**config.mk**
```make
export PLATFORM = sky130hd
export DESIGN_NAME = reduce_gate_acc_flat
export DESIGN_NICKNAME = d
export VERILOG_FILES = /design/src/rtl/reduce_gate_acc_if.sv /design/src/rtl/reduce_gate_acc.sv /design/src/flat_wrapper.sv
export SDC_FILE = /design/constraint.sdc
export NUM_CORES = 1
export LEC_CHECK = 0
export ABC_AREA = 1
export CAP_MARGIN = 20
export CORE_UTILIZATION = 53
export CTS_CLUSTER_DIAMETER = 100
export CTS_CLUSTER_SIZE = 40
export DETAILED_ROUTE_END_ITERATION = 12
export HOLD_SLACK_MARGIN = 0.05
export PLACE_DENSITY_LB_ADDON = 0.2
export SLEW_MARGIN = 25
export SYNTH_ARGS = -nofsm -noshare
export SYNTH_HDL_FRONTEND = slang
export SYNTH_SLANG_ARGS = --single-unit
```
**constraint.sdc**
```tcl
create_clock -name clk -period 1.7 [get_ports clk]
set_input_delay 0.17 -clock clk [delete_from_list [all_inputs] [get_ports clk]]
set_output_delay 0.17 -clock clk [all_outputs]
set_load 0.005 [all_outputs]
```
**src/rtl/reduce_gate_acc_if.sv**
```systemverilog
// reduce_gate_acc_if: beat stream in, one registered verdict per frame out
interface reduce_gate_acc_if #(
    parameter int WIDTH = 8,
    parameter int CNT_W = 8
);
    logic             in_valid;
    logic [WIDTH-1:0] in_data;
    logic             in_last;
    logic [2:0]       op;
    logic             out_valid;
    logic             out_data;
    logic [CNT_W-1:0] out_beats;
    logic             out_err;
    logic             busy;

    modport master (
        output in_valid, in_data, in_last, op,
        input  out_valid, out_data, out_beats, out_err, busy
    );

    modport slave (
        input  in_valid, in_data, in_last, op,
        output out_valid, out_data, out_beats, out_err, busy
    );
endinterface

```
**src/rtl/reduce_gate_acc.sv**
```systemverilog
// reduce_gate_acc: pipelined AND/OR/XOR (optionally inverted) reduction accumulated over multi-beat frames
module reduce_gate_acc #(
    parameter int WIDTH = 8,
    parameter int CNT_W = 8
) (
    input logic            clk,
    input logic            rst_n,
    reduce_gate_acc_if.slave bus
);
    localparam logic [0:0] IDLE = 1'b0;
    localparam logic [0:0] OPEN = 1'b1;

    logic [0:0]       state;
    logic [2:0]       op_q;
    logic [2:0]       op_e;
    logic [WIDTH-1:0] d;
    logic [1:0]       base_e;
    logic [1:0]       base_1;
    logic             r_beat;
    logic             s1_valid, s1_r, s1_first, s1_last;
    logic [2:0]       s1_op;
    logic             acc, acc_next;
    logic [CNT_W-1:0] cnt;
    logic             s2_done;
    logic [2:0]       s2_op;
    logic             inv, rsv;

    // 0 = AND, 1 = OR, 2 = XOR; reserved ops fall into XOR but are masked at the output
    function automatic logic [1:0] base_of(input logic [2:0] o);
        return (o == 3'd0 || o == 3'd3) ? 2'd0 : (o == 3'd1 || o == 3'd4) ? 2'd1 : 2'd2;
    endfunction

    assign d       = bus.in_data;
    assign op_e    = (state == IDLE) ? bus.op : op_q;
    assign base_e  = base_of(op_e);
    assign base_1  = base_of(s1_op);
    assign r_beat  = base_e == 2'd0 ? &d : base_e == 2'd1 ? |d : ^d;
    assign acc_next = base_1 == 2'd0 ? (acc & s1_r) : base_1 == 2'd1 ? (acc | s1_r) : (acc ^ s1_r);
    assign inv     = s2_op == 3'd3 || s2_op == 3'd4 || s2_op == 3'd5;
    assign rsv     = s2_op[2] & s2_op[1];
    assign bus.busy = state == OPEN;

    always_ff @(posedge clk or negedge rst_n) begin
        if (!rst_n) begin
            state         <= IDLE;
            op_q          <= '0;
            s1_valid      <= 1'b0;
            s1_r          <= 1'b0;
            s1_first      <= 1'b0;
            s1_last       <= 1'b0;
            s1_op         <= '0;
            acc           <= 1'b0;
            cnt           <= '0;
            s2_done       <= 1'b0;
            s2_op         <= '0;
            bus.out_valid <= 1'b0;
            bus.out_data  <= 1'b0;
            bus.out_beats <= '0;
            bus.out_err   <= 1'b0;
        end else begin
            if (bus.in_valid) begin
                state <= bus.in_last ? IDLE : OPEN;
                op_q  <= op_e;
            end
            s1_valid <= bus.in_valid;
            if (bus.in_valid) begin
                s1_r     <= r_beat;
                s1_first <= state == IDLE;
                s1_last  <= bus.in_last;
                s1_op    <= op_e;
            end
            s2_done <= s1_valid & s1_last;
            if (s1_valid) begin
                acc   <= s1_first ? s1_r : acc_next;
                cnt   <= s1_first ? CNT_W'(1) : (&cnt ? cnt : cnt + 1'b1);
                s2_op <= s1_op;
            end
            bus.out_valid <= s2_done;
            if (s2_done) begin
                bus.out_data  <= rsv ? 1'b0 : acc ^ inv;
                bus.out_beats <= cnt;
                bus.out_err   <= rsv;
            end
        end
    end
endmodule

```
**src/flat_wrapper.sv**
```systemverilog
// flat-port wrapper written by rule: the top's interface ports become plain ports
module reduce_gate_acc_flat 
#(
    parameter int WIDTH = 8,
    parameter int CNT_W = 8
)
  (clk, rst_n, bus_in_valid, bus_in_data, bus_in_last, bus_op, bus_out_valid, bus_out_data, bus_out_beats, bus_out_err, bus_busy);
  reduce_gate_acc_if #(.WIDTH(WIDTH), .CNT_W(CNT_W)) bus_i ();
  input logic clk;
  input logic rst_n;
  input wire logic [$bits(bus_i.in_valid)-1:0] bus_in_valid;
  input wire logic [$bits(bus_i.in_data)-1:0] bus_in_data;
  input wire logic [$bits(bus_i.in_last)-1:0] bus_in_last;
  input wire logic [$bits(bus_i.op)-1:0] bus_op;
  output wire logic [$bits(bus_i.out_valid)-1:0] bus_out_valid;
  output wire logic [$bits(bus_i.out_data)-1:0] bus_out_data;
  output wire logic [$bits(bus_i.out_beats)-1:0] bus_out_beats;
  output wire logic [$bits(bus_i.out_err)-1:0] bus_out_err;
  output wire logic [$bits(bus_i.busy)-1:0] bus_busy;
  assign bus_i.in_valid = bus_in_valid;
  assign bus_i.in_data = bus_in_data;
  assign bus_i.in_last = bus_in_last;
  assign bus_i.op = bus_op;
  assign bus_out_valid = bus_i.out_valid;
  assign bus_out_data = bus_i.out_data;
  assign bus_out_beats = bus_i.out_beats;
  assign bus_out_err = bus_i.out_err;
  assign bus_busy = bus_i.busy;
  reduce_gate_acc #(.WIDTH(WIDTH), .CNT_W(CNT_W)) u_core (.clk(clk), .rst_n(rst_n), .bus(bus_i));
endmodule
```
==> results of run 1 <==
-- cell usage after synthesis (all sizes together) --
cell / number
o2111ai: 1
nand4: 5
nand2: 85
nand3b: 1
or2: 1
nor2: 12
o21ai: 21
a22o: 1
buf: 1
xnor2: 1
nand3: 14
inv: 34
o21bai: 1
dfrtp: 32
xor2: 1
ha: 11
clkbuf: 2
a21oi: 8
nor3: 1
-- through the flow --
| stage | area (sq um) | total power, mW |
|---|---|---|
| after detailed placement | 2110 | 1.43 |
| after CTS | 2180 | 2.00 |
| after floorplan | 1810 | 1.23 |
| after global routing | 2180 | 2.12 |
| final | 2180 | 1.98 |
| after global placement | 2110 | 1.40 |
-- area by class of cell --
cell class	count	area (sq um)	share of cell area
multi-input combinational	164	855	0.392
sequential	32	801	0.367
timing repair buffer	27	268	0.123
inverter	34	128	0.0585
tap	44	55.1	0.0252
clock buffer	6	41.3	0.0189
clock inverter	2	35.0	0.0161
-- worst register-to-register path, delay by kind of cell (launching register included) --
family	cells	cell delay, ns
DFF	1	0.44
adders and majority gates	1	0.24
and+or+nand+nor	4	0.61
AOI/OAI and AO/OA	1	0.11
-- registers in the layout, indices dropped and copies added, names as in the netlist --
register              flops
u_core.cnt                8
u_core.s1_r               1
u_core.bus.busy           1
u_core.bus.out_valid      1
u_core.s2_op              3
u_core.s2_done            1
u_core.bus.out_err        1
u_core.s1_last            1
u_core.bus.out_data       1
u_core.s1_valid           1
u_core.s1_first           1
u_core.acc                1
u_core.bus.out_beats      8
u_core.op_q               3
-- cells by family (layout without fill, tap and decap cells) --
group,after synthesis,in the layout
flops,32,32
buf+inv,37,69
fa+ha+maj,11,11
xor+xnor,2,2
simple gates,119,119
compound gates,32,32
-- worst max path at each step --
stage                                start  depth (start not counted)                        end
2_1_floorplan    u_core.cnt[0]$_DFFE_PN0P_                          7  u_core.cnt[2]$_DFFE_PN0P_
3_3_place_gp                bus_in_data[6]                         13    u_core.s1_r$_DFFE_PN0P_
3_5_place_dp                bus_in_data[2]                         13    u_core.s1_r$_DFFE_PN0P_
4_1_cts        u_core.bus.busy$_DFFE_PN0P_                          1                   bus_busy
5_1_grt          u_core.cnt[0]$_DFFE_PN0P_                          7  u_core.cnt[2]$_DFFE_PN0P_
6_report       u_core.bus.busy$_DFFE_PN0P_                          1                   bus_busy
-- metal layers --
layer / vias to the layer above / global-route usage
met5: - / 0
met1: 693 / 0.282
li1: 799 / -
met3: 8 / 0.0554
met4: 0 / 0.140
met2: 53 / 0.383
-- power by group --
group          switching [mW]  internal [mW]
Combinational           0.241          0.223
Clock                   0.257          0.308
Sequential             0.0933          0.854
Total                   0.591           1.38
==> results.toml, run 1 <==
[outcome]
status = "complete, no violations"

[logic_synthesis]
ys_seq_area_frac = 0.442
synth-compound-area-share = 0.100
ys_warn_count = 0
synth_cells = 233
yosysTopAreaCell = "dfrtp_1"
synth-xor-area-share = 0.00967
yosys.area_share.simple = 0.286
syn_avg_cell_area_sq_um = 7.78
synth.distinct_cells = 24
ys_ff_latch = 32
synth_fp_nets = 259
ys_top_cells_by_area = "dfrtp_1, nand2_1, ha_1"
synthAdderAreaFrac = 0.0760
syn_area_sq_um = 1810
synth_top_family_by_area = "simple AND/OR/NAND/NOR gates"
synth_top_area_share = 0.442
synth_mux_area_frac = 0

[drt]
drtAntennaViolNets = 0
dr.pass1.iters = 4
drt-met1-wl_mm = 1.56
wl_mm = 3.52
highest_layer = "met4"
wire_per_inst_microns = 11.4
drc = 0
route.met3.wl_microns = 168
via_per_inst = 5.03
route.met2.wl_mm = 1.71
num_vias = 1553
dr.first_iter.drc_count = 77

[worst_setup_path]
cp.arrival_ns = 1.37
crit_buf_inv = 1
crit_type = "flop to output port"
required_ns = 1.53
rr_endpoint = "u_core.cnt[2]$_DFFE_PN0P_"
reg2reg_setup_slack_ns = 0.19
r2r_start = "u_core.cnt[0]$_DFFE_PN0P_"
cp_cell_sequence = "clkdlybuf4s50_1"
path_delay_family = "buffers and inverters"
endpoint_kind = "output port"
slowest_stage = "clkdlybuf4s50_1"
worstPathMaxFanout = 9
cp-start-kind = "flop"
r2r_cells = 6
cp_slowest_stage_delay_ns = 0.55

[clock_tree]
ctsHoldBuffers = 0
ctsLongestPathBuffers = 2
cts_tree = "done"
cts.sinks = 32
path_clk_slew_ns = 0.10
cts_buffers = 5
htree_levels = 2
cts-resized-gates = 0
clk_latency_ns = 0.33
cts_root_buf = "clkbuf_4"
cts_setup_buffers = 0

[timing]
hold_viol = 0
rsz0062_at_grt = "false"
finalSetupViolCount = 0
fin_ws_ns = 0.160
fin_crit_sh = 0.906
setup_tns_ns = 0
fin_hold_ws_ns = 0.226
finalCriticalPeriod_ns = 1.54
fmax_mhz = 649
skew_ns = 0.00573
drv_slew = 0
worstMarginPinSlew_ns = 0.407
relSlewSlack = 0.729

[power]
p_per_area_nw_per_um2 = 905
vdd_drop_max_mv = 0.577
total_leakage_power_nw = 1.15

[floorplan]
start_util = 0.575
boundaryPins = 27
die_area_sq_um = 3660
fp.dieW_microns = 60.5
die_h_microns = 60.5
rows = 20
core-area_sq_um = 3150

[min_path]
worst_hold_path_type = "primary input to async pin"

[run]
cap_violations = 0

[placed_design]
gp_congestion = 0.850
place_hpwl_mm = 2.69
dp.cells = 301
post-place-ws_ns = -0.00248
portBuffers = 26

[finish]
layout_common_cells = "nand2_1, inv_1, dfrtp_1"
synthToLayoutAreaGrowth_pct = 20.4
utilization = 0.692
instances_no_fill = 309
antennaDiodeCount = 0
drive_above_1_share = 0.0717
final_common_cell = "nand2_1"
fin_nets = 290
fill_cells = 275

[grt]
grt_pass1_vias = 1451
grt_pass1_wl_mm = 6.15
grt_max_degree = 33
overflow = 0
antenna_found_initial = 0
track_usage = 0.234
No activity file was read; power rests on OpenSTA's default activity.
==> inputs of run 2 (changes only) <==
- CORE_ASPECT_RATIO: default -> 1.1
- GPL_TIMING_DRIVEN: default -> 0
==> run 2 against run 1 <==
  * The flow now finishes with violations (design-rule violations)
  * Sequential power hardly changed
  * Non-clock buffer count grew 3
  * Routed wire length fell by 7.5%
  * Critical path type is now flop to flop
  * Utilization increased by 0.48 points
  * First-iteration DRC count rose by 7.8%
  * Final area grew 0.69%
  * Largest power group unchanged
  * Fmax increased by 1.7%
  * Via count shrank 3.0%
==> results.toml, run 2 (synthesis results as in run 1) <==
[power]
finalPower_mw = 1.98
p_per_area_nw_per_um2 = 902
total_leakage_power_nw = 1.16
vdd_drop_max_mv = 0.488

[finish]
layout_common_cells = "nand2_1, inv_1, dfrtp_1"
instances_no_fill = 302
final_common_cell = "nand2_1"
utilization = 0.697
fin_nets = 293
antennaDiodeCount = 0
final_cell_area_sq_um = 2200
largestRegisters = "u_core.bus.out_beats x8, u_core.cnt x8"
synthToLayoutAreaGrowth_pct = 21.3
drive_above_1_share = 0.0821

[grt]
track_usage = 0.210
antenna_found_initial = 0
grt_pass1_wl_mm = 5.99
overflow = 0
grt_pass1_vias = 1426
grt_max_degree = 33

[worst_setup_path]
cp_cell_sequence = "ha_1 -> nand2_1 -> nor3_4 -> nand3_2 -> nand2_4 -> buf_12 -> o21ai_0"
required_ns = 1.93
path_delay_family = "simple AND/OR/NAND/NOR gates"
slowest_stage = "dfrtp_1"
endpoint_kind = "flop"
crit_buf_inv = 1
worstPathMaxFanout = 10
cp-start-kind = "flop"
cp.arrival_ns = 1.74
cp_slowest_stage_delay_ns = 0.43
crit_type = "flop to flop"

[clock_tree]
cts.sinks = 32
htree_levels = 2
cts_root_buf = "clkbuf_4"
path_clk_slew_ns = 0.10
cts_tree = "done"
ctsLongestPathBuffers = 2
cts_buffers = 5
clk_latency_ns = 0.34

[run]
cap_violations = 0

[floorplan]
core-area_sq_um = 3150
boundaryPins = 27
fp.dieW_microns = 57.7
die_area_sq_um = 3660
die_h_microns = 63.3
rows = 21
start_util = 0.575

[timing]
fmax_mhz = 660
worstMarginPinSlew_ns = 0.696
fin_ws_ns = 0.186
relSlewSlack = 0.536
hold_viol = 0
fin_crit_sh = 0.891
rsz0062_at_grt = "false"
finalSetupViolCount = 0
drv_slew = 0
skew_ns = 0.00762
finalCriticalPeriod_ns = 1.51

[outcome]
status = "finished, violations left"
failed_checks = "design-rule violations"

[placed_design]
gp_congestion = 0.836
portBuffers = 26
placedInstanceArea_sq_um = 2110
place_hpwl_mm = 2.51
post-place-ws_ns = -0.0154
dp.cells = 293

[drt]
wl_mm = 3.25
drc = 3
num_vias = 1507
dr.pass1.iters = 8
wire_per_inst_microns = 10.8
dr.first_iter.drc_count = 83
via_per_inst = 4.99
drtAntennaViolNets = 0

[min_path]
worst_hold_path_type = "primary input to async pin"
==> run 2: timing repair <==
item | in CTS | in global routing
hold buffers | 1 | 0
hold endpoints to repair | 32 | 0
endpoints found under the setup margin | 0 | 2
setup buffers | 0 | 0
gates resized for setup | 0 | 1
==> run 2: final timing paths <==
kind	slack, ns	depth (start not counted)	from	endpoint
max	0.19	7	u_core.cnt[1]$_DFFE_PN0P_	u_core.cnt[3]$_DFFE_PN0P_
min	0.40	2	rst_n	u_core.acc$_DFFE_PN0P_
max reg2reg	0.19	7	u_core.cnt[1]$_DFFE_PN0P_	u_core.cnt[3]$_DFFE_PN0P_
min reg2reg	0.47	2	u_core.s1_last$_DFFE_PN0P_	u_core.s2_done$_DFF_PN0_
max in group asynchronous	0.81	2	rst_n	u_core.cnt[0]$_DFFE_PN0P_
min in group clk	0.41	1	bus_in_valid	u_core.s1_valid$_DFF_PN0_
==> run 2: worst register-to-register path: cells and delay by family, from the launching register on <==
family / cells / cell delay [ns]
AO/OA/AOI/OAI: 1 / 0.07
adder cells (fa/ha/maj): 1 / 0.23
buffers and inverters: 1 / 0.14
flip-flops: 1 / 0.43
AND/OR/NAND/NOR: 4 / 0.54
==> run 2: power breakdown <==
group	switching, mW	internal [mW]
sequential	0.0899	0.854
clock	0.262	0.308
combinational	0.239	0.228
total	0.591	1.39
==> run 2: routing by layer <==
metal	GRT usage	vias to the layer above	routed length, microns
met3	0.0493	4	106
li1	-	808	-
met1	0.259	665	1550
met2	0.356	30	1540
met4	0.0744	0	51
met5	0	-	0
==> run 2: layout make-up <==
cell class / count / area, sq um
Sequential cell: 32 / 802
Clock buffer: 6 / 41.3
Tap cell: 34 / 42.5
Clock inverter: 2 / 35.0
Multi-Input combinational cell: 164 / 855
Buffer: 3 / 28.8
Inverter: 34 / 128
Timing Repair Buffer: 27 / 265
Fill cell: 280 / 956
==> run 2: through the flow <==
stage	setup TNS, ns	hold slack [ns]
2_1_floorplan	0	-0.126
3_3_place_gp	-4.08	0.454
5_1_grt	0	0.440
4_1_cts	0	0.403
3_5_place_dp	-0.0154	0.257
6_report	0	0.402
